==> src/rtl/control_read_hazard_pkg.sv <==
// Shared decode constants, state encoding and scoreboard types for the
// IR1->IR2 read-stage controller.
package ctrl_pkg;

    localparam logic [3:0] OP_LOAD  = 4'd0;
    localparam logic [3:0] OP_STOP  = 4'd1;
    localparam logic [3:0] OP_STORE = 4'd2;
    localparam logic [3:0] OP_ADD   = 4'd4;
    localparam logic [3:0] OP_BZ    = 4'd5;
    localparam logic [3:0] OP_SUB   = 4'd6;
    localparam logic [3:0] OP_NAND  = 4'd8;
    localparam logic [3:0] OP_BNZ   = 4'd9;
    localparam logic [3:0] OP_NOP   = 4'd10;
    localparam logic [3:0] OP_BPZ   = 4'd13;
    localparam logic [2:0] OP3_SHIFT = 3'd3;
    localparam logic [2:0] OP3_ORI   = 3'd7;

    localparam int X_HI  = 7;
    localparam int X_LO  = 6;
    localparam int Y_HI  = 5;
    localparam int Y_LO  = 4;
    localparam int OP_HI = 3;
    localparam int OP_LO = 0;

    typedef enum logic [1:0] {
        ST_RUN   = 2'd0,
        ST_DRAIN = 2'd1,
        ST_HALT  = 2'd2
    } ctrl_state_e;

    typedef struct packed {
        logic       valid;
        logic [1:0] dest;
        logic       is_load;
    } sb_entry_t;

    localparam sb_entry_t SB_EMPTY = '{valid: 1'b0, dest: 2'b00, is_load: 1'b0};

    typedef struct packed {
        logic       s1_v;
        logic [1:0] s1;
        logic       s2_v;
        logic [1:0] s2;
        sb_entry_t  dst;
        logic       is_stop;
        logic       is_ori;
    } dec_t;

    // Register sources/destination of one instruction; flags are not tracked here.
    function automatic dec_t decode(input logic [7:0] ins, input logic [1:0] ori_reg);
        dec_t       d;
        logic [1:0] x;
        logic [1:0] y;
        x = ins[X_HI:X_LO];
        y = ins[Y_HI:Y_LO];
        d = '{s1_v: 1'b0, s1: 2'b00, s2_v: 1'b0, s2: 2'b00, dst: SB_EMPTY,
              is_stop: 1'b0, is_ori: 1'b0};
        case (ins[OP_HI:OP_LO])
            OP_ADD, OP_SUB, OP_NAND: begin
                d.s1_v = 1'b1; d.s1 = x;
                d.s2_v = 1'b1; d.s2 = y;
                d.dst  = '{valid: 1'b1, dest: x, is_load: 1'b0};
            end
            OP_LOAD: begin
                d.s1_v = 1'b1; d.s1 = y;
                d.dst  = '{valid: 1'b1, dest: x, is_load: 1'b1};
            end
            OP_STORE: begin
                d.s1_v = 1'b1; d.s1 = x;
                d.s2_v = 1'b1; d.s2 = y;
            end
            OP_STOP: begin
                d.is_stop = 1'b1;
            end
            default: begin
                case (ins[2:0])
                    OP3_SHIFT: begin
                        d.s1_v = 1'b1; d.s1 = x;
                        d.dst  = '{valid: 1'b1, dest: x, is_load: 1'b0};
                    end
                    OP3_ORI: begin
                        d.s1_v   = 1'b1; d.s1 = ori_reg;
                        d.dst    = '{valid: 1'b1, dest: ori_reg, is_load: 1'b0};
                        d.is_ori = 1'b1;
                    end
                    default: begin
                        d.is_ori = 1'b0;
                    end
                endcase
            end
        endcase
        return d;
    endfunction

endpackage

==> src/rtl/control_read_hazard_if.sv <==
// IR1/IR2 handshake and status bundle between fetch, read stage and observers.
interface control_read_hazard_if #(
    parameter int CNT_W = 16
);
    logic             instr_valid;
    logic [7:0]       instr;
    logic             flush;
    logic             ir2_load;
    logic             ir2_bubble;
    logic             fetch_stall;
    logic             r1_sel;
    logic             stop;
    logic [CNT_W-1:0] stall_count;

    modport slave (
        input  instr_valid, instr, flush,
        output ir2_load, ir2_bubble, fetch_stall, r1_sel, stop, stall_count
    );

    modport master (
        output instr_valid, instr, flush,
        input  ir2_load, ir2_bubble, fetch_stall, r1_sel, stop, stall_count
    );
endinterface

==> src/rtl/control_read_hazard_scoreboard.sv <==
// Destination scoreboard: one entry per downstream stage, compared against
// the sources of the instruction waiting in IR1.
module hazard_scoreboard
    import ctrl_pkg::*;
#(
    parameter int HAZ_DEPTH = 3,
    parameter int FWD_EN    = 0
) (
    input  logic       clock,
    input  logic       resetn,
    input  sb_entry_t  push_i,
    input  logic       s1_v_i,
    input  logic [1:0] s1_i,
    input  logic       s2_v_i,
    input  logic [1:0] s2_i,
    output logic       hazard_o,
    output logic       empty_o
);
    sb_entry_t ent_q [HAZ_DEPTH];
    sb_entry_t ent_d [HAZ_DEPTH];

    // Shift in the newest stage entry; the oldest falls off the end.
    always_comb begin
        ent_d[0] = push_i;
        for (int i = 1; i < HAZ_DEPTH; i++) begin
            ent_d[i] = ent_q[i-1];
        end
    end

    // Entry storage.
    always_ff @(posedge clock or negedge resetn) begin
        if (!resetn) begin
            for (int i = 0; i < HAZ_DEPTH; i++) begin
                ent_q[i] <= SB_EMPTY;
            end
        end else begin
            ent_q <= ent_d;
        end
    end

    // With forwarding only a load still in the first stage cannot be bypassed.
    always_comb begin
        hazard_o = 1'b0;
        empty_o  = 1'b1;
        for (int i = 0; i < HAZ_DEPTH; i++) begin
            empty_o  = empty_o & ~ent_q[i].valid;
            hazard_o = hazard_o
                     | (ent_q[i].valid
                        & ((s1_v_i & (ent_q[i].dest == s1_i)) | (s2_v_i & (ent_q[i].dest == s2_i)))
                        & ((FWD_EN == 0) ? 1'b1 : ((i == 0) ? ent_q[i].is_load : 1'b0)));
        end
    end
endmodule

==> src/rtl/control_read_hazard.sv <==
// Read-stage control: decode, RAW bubble insertion, flush squash, stop drain
// and hazard stall counting.
module control_read_hazard
    import ctrl_pkg::*;
#(
    parameter int HAZ_DEPTH = 3,
    parameter int FWD_EN    = 0,
    parameter int ORI_REG   = 1,
    parameter int CNT_W     = 16
) (
    input logic                 clock,
    input logic                 resetn,
    control_read_hazard_if.slave bus
);
    localparam logic [CNT_W-1:0] CNT_MAX = {CNT_W{1'b1}};
    localparam logic [CNT_W-1:0] CNT_ONE = {{(CNT_W-1){1'b0}}, 1'b1};

    dec_t             dec_s;
    sb_entry_t        push_s;
    logic             hazard_s;
    logic             empty_s;
    logic             load_s;
    logic             bubble_s;
    logic             fstall_s;
    ctrl_state_e      state_q;
    ctrl_state_e      state_d;
    logic             stop_q;
    logic             stop_d;
    logic [CNT_W-1:0] cnt_q;
    logic [CNT_W-1:0] cnt_d;

    assign dec_s  = decode(bus.instr, 2'(ORI_REG));
    assign push_s = load_s ? dec_s.dst : SB_EMPTY;

    hazard_scoreboard #(
        .HAZ_DEPTH (HAZ_DEPTH),
        .FWD_EN    (FWD_EN)
    ) u_sb (
        .clock    (clock),
        .resetn   (resetn),
        .push_i   (push_s),
        .s1_v_i   (dec_s.s1_v),
        .s1_i     (dec_s.s1),
        .s2_v_i   (dec_s.s2_v),
        .s2_i     (dec_s.s2),
        .hazard_o (hazard_s),
        .empty_o  (empty_s)
    );

    // Issue decision and next state; flush outranks both hazard and stop.
    always_comb begin
        load_s   = 1'b0;
        bubble_s = 1'b1;
        fstall_s = 1'b0;
        state_d  = state_q;
        stop_d   = stop_q;
        cnt_d    = cnt_q;
        case (state_q)
            ST_RUN: begin
                if (!bus.instr_valid || bus.flush) begin
                    fstall_s = 1'b0;
                end else if (hazard_s) begin
                    fstall_s = 1'b1;
                    cnt_d    = (cnt_q == CNT_MAX) ? cnt_q : cnt_q + CNT_ONE;
                end else if (dec_s.is_stop) begin
                    fstall_s = 1'b1;
                    state_d  = ST_DRAIN;
                end else begin
                    load_s   = 1'b1;
                    bubble_s = 1'b0;
                end
            end
            ST_DRAIN: begin
                fstall_s = 1'b1;
                if (empty_s) begin
                    state_d = ST_HALT;
                    stop_d  = 1'b1;
                end else begin
                    state_d = ST_DRAIN;
                end
            end
            ST_HALT: begin
                fstall_s = 1'b1;
                stop_d   = 1'b1;
            end
            default: begin
                state_d = ST_RUN;
            end
        endcase
    end

    // State, sticky halt and stall counter.
    always_ff @(posedge clock or negedge resetn) begin
        if (!resetn) begin
            state_q <= ST_RUN;
            stop_q  <= 1'b0;
            cnt_q   <= {CNT_W{1'b0}};
        end else begin
            state_q <= state_d;
            stop_q  <= stop_d;
            cnt_q   <= cnt_d;
        end
    end

    // Reset forces the IR2 path to nop even while the FSM sits in RUN.
    assign bus.ir2_load    = resetn & load_s;
    assign bus.ir2_bubble  = ~resetn | bubble_s;
    assign bus.fetch_stall = resetn & fstall_s;
    assign bus.r1_sel      = resetn & dec_s.is_ori;
    assign bus.stop        = stop_q;
    assign bus.stall_count = cnt_q;
endmodule

==> src/flat_wrapper.sv <==
// flat-port wrapper written by rule: the top's interface ports become plain ports
module control_read_hazard_flat import ctrl_pkg::*;
#(
    parameter int HAZ_DEPTH = 3,
    parameter int FWD_EN    = 0,
    parameter int ORI_REG   = 1,
    parameter int CNT_W     = 16
)
  (clock, resetn, bus_instr_valid, bus_instr, bus_flush, bus_ir2_load, bus_ir2_bubble, bus_fetch_stall, bus_r1_sel, bus_stop, bus_stall_count);
  control_read_hazard_if #(.CNT_W(CNT_W)) bus_i ();
  input logic clock;
  input logic resetn;
  input wire logic [$bits(bus_i.instr_valid)-1:0] bus_instr_valid;
  input wire logic [$bits(bus_i.instr)-1:0] bus_instr;
  input wire logic [$bits(bus_i.flush)-1:0] bus_flush;
  output wire logic [$bits(bus_i.ir2_load)-1:0] bus_ir2_load;
  output wire logic [$bits(bus_i.ir2_bubble)-1:0] bus_ir2_bubble;
  output wire logic [$bits(bus_i.fetch_stall)-1:0] bus_fetch_stall;
  output wire logic [$bits(bus_i.r1_sel)-1:0] bus_r1_sel;
  output wire logic [$bits(bus_i.stop)-1:0] bus_stop;
  output wire logic [$bits(bus_i.stall_count)-1:0] bus_stall_count;
  assign bus_i.instr_valid = bus_instr_valid;
  assign bus_i.instr = bus_instr;
  assign bus_i.flush = bus_flush;
  assign bus_ir2_load = bus_i.ir2_load;
  assign bus_ir2_bubble = bus_i.ir2_bubble;
  assign bus_fetch_stall = bus_i.fetch_stall;
  assign bus_r1_sel = bus_i.r1_sel;
  assign bus_stop = bus_i.stop;
  assign bus_stall_count = bus_i.stall_count;
  control_read_hazard #(.HAZ_DEPTH(HAZ_DEPTH), .FWD_EN(FWD_EN), .ORI_REG(ORI_REG), .CNT_W(CNT_W)) u_core (.clock(clock), .resetn(resetn), .bus(bus_i));
endmodule
==> config.mk <==
export PLATFORM = sky130hd
export DESIGN_NAME = control_read_hazard_flat
export DESIGN_NICKNAME = d
export VERILOG_FILES = /design/src/rtl/control_read_hazard_pkg.sv /design/src/rtl/control_read_hazard_if.sv /design/src/rtl/control_read_hazard_scoreboard.sv /design/src/rtl/control_read_hazard.sv /design/src/flat_wrapper.sv
export SDC_FILE = /design/constraint.sdc
export NUM_CORES = 1
export LEC_CHECK = 0
export BUFFER_PORTS_ARGS = -buffer_cell sky130_fd_sc_hd__buf_2
export CAP_MARGIN = 30
export CORE_UTILIZATION = 43
export CTS_BUF_LIST = sky130_fd_sc_hd__clkbuf_8
export DETAILED_ROUTE_END_ITERATION = 12
export PLACE_DENSITY = 0.65
export SYNTH_ARGS = -nofsm -noshare
export SYNTH_HDL_FRONTEND = slang
export SYNTH_SLANG_ARGS = --single-unit
==> constraint.sdc <==
create_clock -name clock -period 3.8 [get_ports clock]
set_input_delay 0.19 -clock clock [delete_from_list [all_inputs] [get_ports clock]]
set_output_delay 0.19 -clock clock [all_outputs]
set_load 0.05 [all_outputs]
After elaboration in Yosys (flattened, before gate mapping). Cells that the tools add are included.

Register bits after elaboration: 28. Output and inout bits: 21. Word-level logic and storage cells: 96. Input bits: 12.

Bitwise logic cells: 27. Equal/unequal tests: 20. Mux-type cells: 26. $add $sub $neg: 1. Reduce and logical (&&, ||, !) cells: 13.

Operators by type and width (count): adder 16 x 1 -> 16 bit (second input constant) (1); == test 16 bit (second input constant) (1); AND 1 bit (14); 2-to-1 mux 1 bit (13); == test 2 bit (6); case mux 4 bit (3 select lines) (1); case mux 3 bit (3 select lines) (1); == test 4 x 3 -> 1 bit (second input constant) (2); 2-to-1 mux 2 bit (4); case mux 4 bit (2 select lines) (1); AND reduction 4 bit (2); inverter 1 bit (7); OR 1 bit (6); case mux 2 bit (3 select lines) (1); case mux 3 bit (2 select lines) (1); OR reduction 6 bit (1); == test 4 x 1 -> 1 bit (second input constant) (1); == test 4 x 2 -> 1 bit (second input constant) (1); == test 4 bit (second input constant) (1); logical NOT 4 bit (1); 2-to-1 mux 4 bit (1); != test 2 x 1 -> 1 bit (second input constant) (2); != test 2 bit (second input constant) (2); case mux 1 bit (2 select lines) (2); 13 further kinds (14).

Depth between registers and ports, before layout. Gate-level depths: netlist (run 1).

Depth in word-level cells: 13. Gate-level depth with buffers: 11. Depth with buffers taken out: 8.

Modules after synthesis. From an unflattened synthesis (run 1), not the netlist that was laid out.

Cell total of the unflattened synthesis: 182. Area, all modules: 1725.4 µm².

By module, submodules not included: control_read_hazard (cells each 151, seq. area each 475.5 µm², area an instance 1337.5 µm², instances 1); hazard_scoreboard (cells each 31, seq. area each 225.2 µm², area an instance 387.9 µm², instances 1).

Least setup slack after synthesis (run 1). Ideal clock, no wire load.

Path type: input to output. Start point: in bus_instr[1]. End point: out bus_fetch_stall. Required time: 3.610 ns. Buffers on the path: 3. Stages on the path: 10. Arrival time: 4.119 ns. Path slack: -0.509 ns. Cells stage by stage: buf_4 -> or3b_1 -> a21oi_1 -> a21o_2 -> xnor2_1 -> nand4_1 -> and4_1 -> buf_6 -> buf_6 -> a2111oi_0.

Word-level cells in the longest chain between the ends: 13. Elaborated cells between the ends (all ways): 38. Those cells by class: eq/ne: 13; mux: 8; bitwise: 15; reduce/logical: 2.

RTL lines: start, declared (line flat_wrapper.sv:14) `input wire logic [$bits(bus_i.instr)-1:0] bus_instr;`; == test 3 bit, or another cell as far along (line control_read_hazard_pkg.sv:76) `case (ins[2:0])`; case mux 3 bit (2 select lines) or OR reduction 4 bit (tied branches); case mux 3 bit (3 select lines) or 2-to-1 mux 3 bit (tied branches) (line control_read_hazard_pkg.sv:58) `case (ins[OP_HI:OP_LO])`; == test 2 bit (line control_read_hazard_scoreboard.sv:49) `& ((s1_v_i & (ent_q[i].dest == s1_i)) | (s2_v_i & (ent_q[i].dest == s2_i)))`; AND 1 bit (line control_read_hazard_scoreboard.sv:49); OR 1 bit (line control_read_hazard_scoreboard.sv:49); AND 1 bit (line control_read_hazard_scoreboard.sv:49); OR 1 bit (2 in a row) (line control_read_hazard_scoreboard.sv:48) `| (ent_q[i].valid`; 2-to-1 mux 1 bit * (line control_read_hazard.sv:62) `end else if (hazard_s) begin`; 2-to-1 mux 1 bit * (line control_read_hazard.sv:60) `if (!bus.instr_valid || bus.flush) begin`; case mux 1 bit (2 select lines) * (line control_read_hazard.sv:58) `case (state_q)`; AND 1 bit * (line control_read_hazard.sv:108) `assign bus.fetch_stall = resetn & fstall_s;`; end, declared (line flat_wrapper.sv:18) `output wire logic [$bits(bus_i.fetch_stall)-1:0] bus_fetch_stall;`.

Mark *: on every way between the ends. The rest lies on a longest branch, timed or not.

Worst setup path after layout (run 1). Ends and elaborated chain as after synthesis.

==> results of run 1 <==
==> layout make-up <==
class | instances | area [um2]
Multi-Input combinational cell | 135 | 922
Timing Repair Buffer | 33 | 170
Inverter | 8 | 30.0
Clock buffer | 4 | 55.1
Tap cell | 48 | 60.1
Fill cell | 355 | 1810
Sequential cell | 28 | 701
==> kinds of logic after synthesis <==
group / count (synthesis) / share of synthesized area
AND/OR/NAND/NOR: 79 / 0.259
XOR/XNOR: 24 / 0.127
buffers and inverters: 15 / 0.0533
adder cells (fa/ha/maj): 5 / 0.0365
AO/OA/AOI/OAI: 24 / 0.0972
flip-flops: 28 / 0.409
multiplexers: 3 / 0.0183
==> power breakdown <==
part | leakage, nW | internal (mW) | total (mW) | switching [mW]
logic | 0.558 | 0.0909 | 0.264 | 0.173
clock network | 0.0288 | 0.0930 | 0.189 | 0.0963
registers | 0.380 | 0.325 | 0.355 | 0.0303
total | 0.967 | 0.509 | 0.809 | 0.300
==> metal layers <==
layer  vias up  GRT usage  part of all wire
met3         3     0.0156             0.029
met5         -          0                 0
met2        29      0.303              0.48
met1       646      0.260              0.48
li1        686          -                 -
met4         0     0.0625            0.0076
==> worst paths after layout <==
kind / endpoint / slack (ps)
worst max-delay path: bus_fetch_stall / 900
worst min-delay path: u_core.u_sb.ent_d[6] / 200
worst max register to register: u_core.bus.stall_count[7] / 1380
worst min register to register: u_core.u_sb.ent_q[2] / 440
max in group asynchronous: u_core.u_sb.ent_q[1] / 2920
min in group asynchronous: u_core.bus.stall_count[11] / 460
==> cell usage after synthesis, types with 3 or more instances <==
library cell	n	area share
a21oi_1	5	0.015
nand3_1	11	0.032
nor3_1	4	0.012
xor2_1	13	0.066
nand2_1	12	0.026
dfrtp_1	28	0.41
xnor2_1	10	0.051
nand4_1	5	0.018
buf_6	3	0.020
nor4_1	4	0.015
and3_1	4	0.015
ha_1	5	0.037
o21ai_0	5	0.015
buf_4	3	0.013
nor2_1	15	0.033
inv_1	8	0.018
==> registers in the layout, indices dropped and copies added (netlist names) <==
signal,cells
u_core.u_sb.ent_q,3
u_core.state_q,2
u_core.u_sb.ent_d,6
u_core.bus.stop,1
u_core.bus.stall_count,16
==> through the flow <==
step                 util  setup WS (ps)  std cells
floorplan               -            177        178
global route        0.518            601        256
global placement    0.500           1020        251
CTS                 0.518            851        256
detailed placement  0.500            962        251
finish              0.518            901        256
==> results.cfg, run 1 <==
[status]
status = completed

[worst_setup_path]
reg2reg_depth = 6
crit_buf_inv = 2
arrival_ps = 2710
crit_type = in -> out
critical-path-top-delay-family = compound AO/OA/AOI/OAI gates
cp_slowest_stage_delay_ps = 510
slowest_stage = a2111oi_1
worstPathMaxFanout = 18
crit_cells = 9
crit_chain = buf_2 > or2_1 > o32ai_1 > o21ai_0 > a211oi_1 > o32ai_1 > and4_1 > a2111oi_1 > buf_2
startpoint = bus_instr[1]
reg2reg_from = u_core.u_sb.ent_d[1]
end_kind = output pin
worstSetupStartpointType = primary input
required_ps = 3610

[timing]
fin_skew_ps = 7.26
min_period_over_period = 0.763
fin_setup_tns_ps = 0
clock.fmax_mhz = 345
tightest_slew_ps = 646
max_slew_margin = 0.570
period_needed_ps = 2900
hold_slack_ps = 195
rsz0062_at_grt = no
hold_viol_final = 0
slew_viol_final = 0
setup_viol = 0

[route]
drt-pass1-iter-count = 4
drtIter0Drc = 48
vias = 1364
wl_um = 3560
drt-wirelength-per-cell_um = 13.9
drc = 0
viasPerCell = 5.33
ant_nets = 0

[floorplan]
start_util = 0.458
die_x_um = 65.1
io_pins = 33
die_h_um = 65.1
row_count = 22
coreArea_um2 = 3740
dieArea_um2 = 4240

[global_routing]
antenna_found_initial = 0
grt_pass1_vias = 1328
track_usage = 0.186
globalRouteOverflowTotal = 0
grt_max_degree = 31
grt_pass1_wl_um = 6110

[clocking]
cts_tree = yes
cts_hold_buf = 1
cts_setup_buffers = 0
cts_resized = 0
clkLatencyLatePin_ps = 280
cts_root_buf = clkbuf_8
numCtsBuffers = 3
clkTransAtPathRegs_ps = 90
cts.sink_count = 28
cts_max_level = 1
cts_buffer_depth = 2

[finish]
final_area_um2 = 1940
final_common_cell = buf_2
layout_common_cells = buf_2, dfrtp_1, nor2_1, xor2_1, nand2_1
nets = 226
area_growth_syn_to_layout_pct = 13.1
diodes = 0
drive_above_1_share = 0.216

[pwr]
irDropWorstVdd_v = 0.000146
total_power_uw = 809
power_density_nw_per_um2 = 417
leakagePower_nw = 0.967

[logic_synthesis]
ys_ff_latch = 28
synthCells = 178
async_reset_ff_frac = 1.00
synthFlopType = dfrtp_1
seq_area_frac_synth = 0.409
netlist_area_um2 = 1710
syn_area_per_cell_um2 = 9.62
synth_fp_nets = 195
yosys_warnings = 0
synth-edff-count = 0
synth_cell_type_count = 49

[placement]
placement.io_buffers = 32
place_area_um2 = 1870
dp_hpwl_um = 2640
gp_congestion = 0.835

[hold_path]
hold_start = bus_instr[7]
min_path_type = in -> reg
hold_depth = 2

[run]
drv_cap = 0
(Power assumes the default switching activity.)
==> run 2, diff against run 1 <==
PLACE_DENSITY = 0.67   (was 0.65)
clock period = 2.4 ns   (was 3.8 ns; I/O delays follow)
==> run 2 against run 1 <==
  * Combinational power rose by 89%
  * Cell count rose by 8.2%
  * Register-to-register slack got worse by 1200 ps
  * Highest routed layer unchanged
==> results.cfg, run 2 (synthesis gave the netlist of run 1 again) <==
[floorplan]
coreArea_um2 = 3740
die_h_um = 65.1
start_util = 0.458
die_x_um = 65.1
io_pins = 33
row_count = 22
dieArea_um2 = 4240

[timing]
fin_skew_ps = 4.32
fin_setup_tns_ps = 0
rsz0062_at_grt = no
max_slew_margin = 0.739
clock.fmax_mhz = 433
setup_viol = 0
slew_viol_final = 0
hold_viol_final = 0
min_period_over_period = 0.962
tightest_slew_ps = 391
hold_slack_ps = 134
period_needed_ps = 2310

[global_routing]
grt_max_degree = 22
track_usage = 0.187
antenna_found_initial = 0
grt_pass1_wl_um = 6130
globalRouteOverflowTotal = 0
grt_pass1_vias = 1322

[pwr]
leakagePower_nw = 1.07
irDropWorstVdd_v = 0.000458
total_power_mw = 1.35
power_density_nw_per_um2 = 625

[finish]
area_growth_syn_to_layout_pct = 25.9
fillers = 339
diodes = 0
fin_util = 0.576
multiInputGateArea_um2 = 972
layout_common_cells = buf_2, dfrtp_1, buf_4, nor2_1, xor2_1
final_common_cell = buf_2
regArea_um2 = 701
nets = 247
drive_above_1_share = 0.323
largest_register_ffs = 16

[worst_setup_path]
required_ps = 2280
crit_type = reg -> out
worstSetupStartpointType = register
end_kind = output pin
slowest_stage = dfrtp_1
reg2reg_from = u_core.u_sb.ent_d[1]
cp_slowest_stage_delay_ps = 420
arrival_ps = 2190
worstPathMaxFanout = 6
startpoint = u_core.u_sb.ent_d[1]
crit_chain = or3_4 > buf_4 > a211oi_2 > o32ai_1 > and4_4 > a2111oi_4 > buf_6
critical-path-top-delay-family = simple AND/OR/NAND/NOR gates
crit_buf_inv = 2

[clocking]
cts_max_level = 1
cts_buffer_depth = 2
cts.sink_count = 28
clkTransAtPathRegs_ps = 90
cts_root_buf = clkbuf_8
numCtsBuffers = 3
cts_tree = yes
clkLatencyLatePin_ps = 270

[status]
status = completed

[hold_path]
hold_start = bus_instr[7]
min_path_type = in -> reg

[route]
drtIter0Drc = 84
ant_nets = 0
wl_um = 3510
viasPerCell = 5.21
drt-pass1-iter-count = 4
vias = 1442
drc = 0
drt-wirelength-per-cell_um = 12.7

[placement]
dp_hpwl_um = 2770
gp_congestion = 0.810
placement.io_buffers = 32

[run]
drv_cap = 0
[run 2: timing repair]
| action | CTS | global route |
|---|---|---|
| gates resized for setup | 5 | 1 |
| hold buffers | 1 | 0 |
| endpoints found under the hold margin | 7 | 0 |
| buffers inserted | 0 | 1 |
| pin swaps | 0 | 1 |
| setup endpoints to repair | 3 | 3 |
[run 2: stage by stage]
| stage | worst slack (ps) | area (um2) | cells |
|---|---|---|---|
| after floorplan | -29.3 | 1760 | 178 |
| after global placement | -42.8 | 2060 | 271 |
| after detailed placement | -85.1 | 2060 | 271 |
| after CTS | 2.12 | 2140 | 276 |
| after global routing | 0.121 | 2160 | 277 |
| final | 90.3 | 2160 | 277 |
[run 2: worst paths after layout]
check	endpoint	slack [ps]	depth (start not counted)
setup reg to reg	u_core.bus.stall_count[7]	190	7
setup / recovery	bus_fetch_stall	90	7
hold reg to reg	u_core.u_sb.ent_q[2]	430	0
hold / removal	u_core.u_sb.ent_d[6]	130	2
max in group asynchronous	u_core.bus.stall_count[10]	1610	3
min in group asynchronous	u_core.bus.stall_count[1]	240	2
[run 2: layout make-up]
cell class              count  share of cell area
inverters                   8              0.0157
repair buffers             54               0.155
multi-input cells         135               0.451
flip-flops and latches     28               0.325
clock buffers               4              0.0255
well taps                  48              0.0279
[run 2: layer usage]
metal	part of all wire	GRT usage	vias to the layer above	routed length, um
li1	-	-	728	-
met1	0.47	0.257	675	1660
met2	0.48	0.305	37	1670
met3	0.048	0.0365	2	168
met4	0.0040	0.0408	0	14
met5	0	0	-	0
[run 2: where the power goes]
| group | switching [mW] | total (mW) | internal (mW) | leakage [nW] |
|---|---|---|---|---|
| clock network | 0.138 | 0.284 | 0.147 | 0.0288 |
| registers | 0.0497 | 0.564 | 0.514 | 0.380 |
| logic | 0.296 | 0.499 | 0.203 | 0.664 |
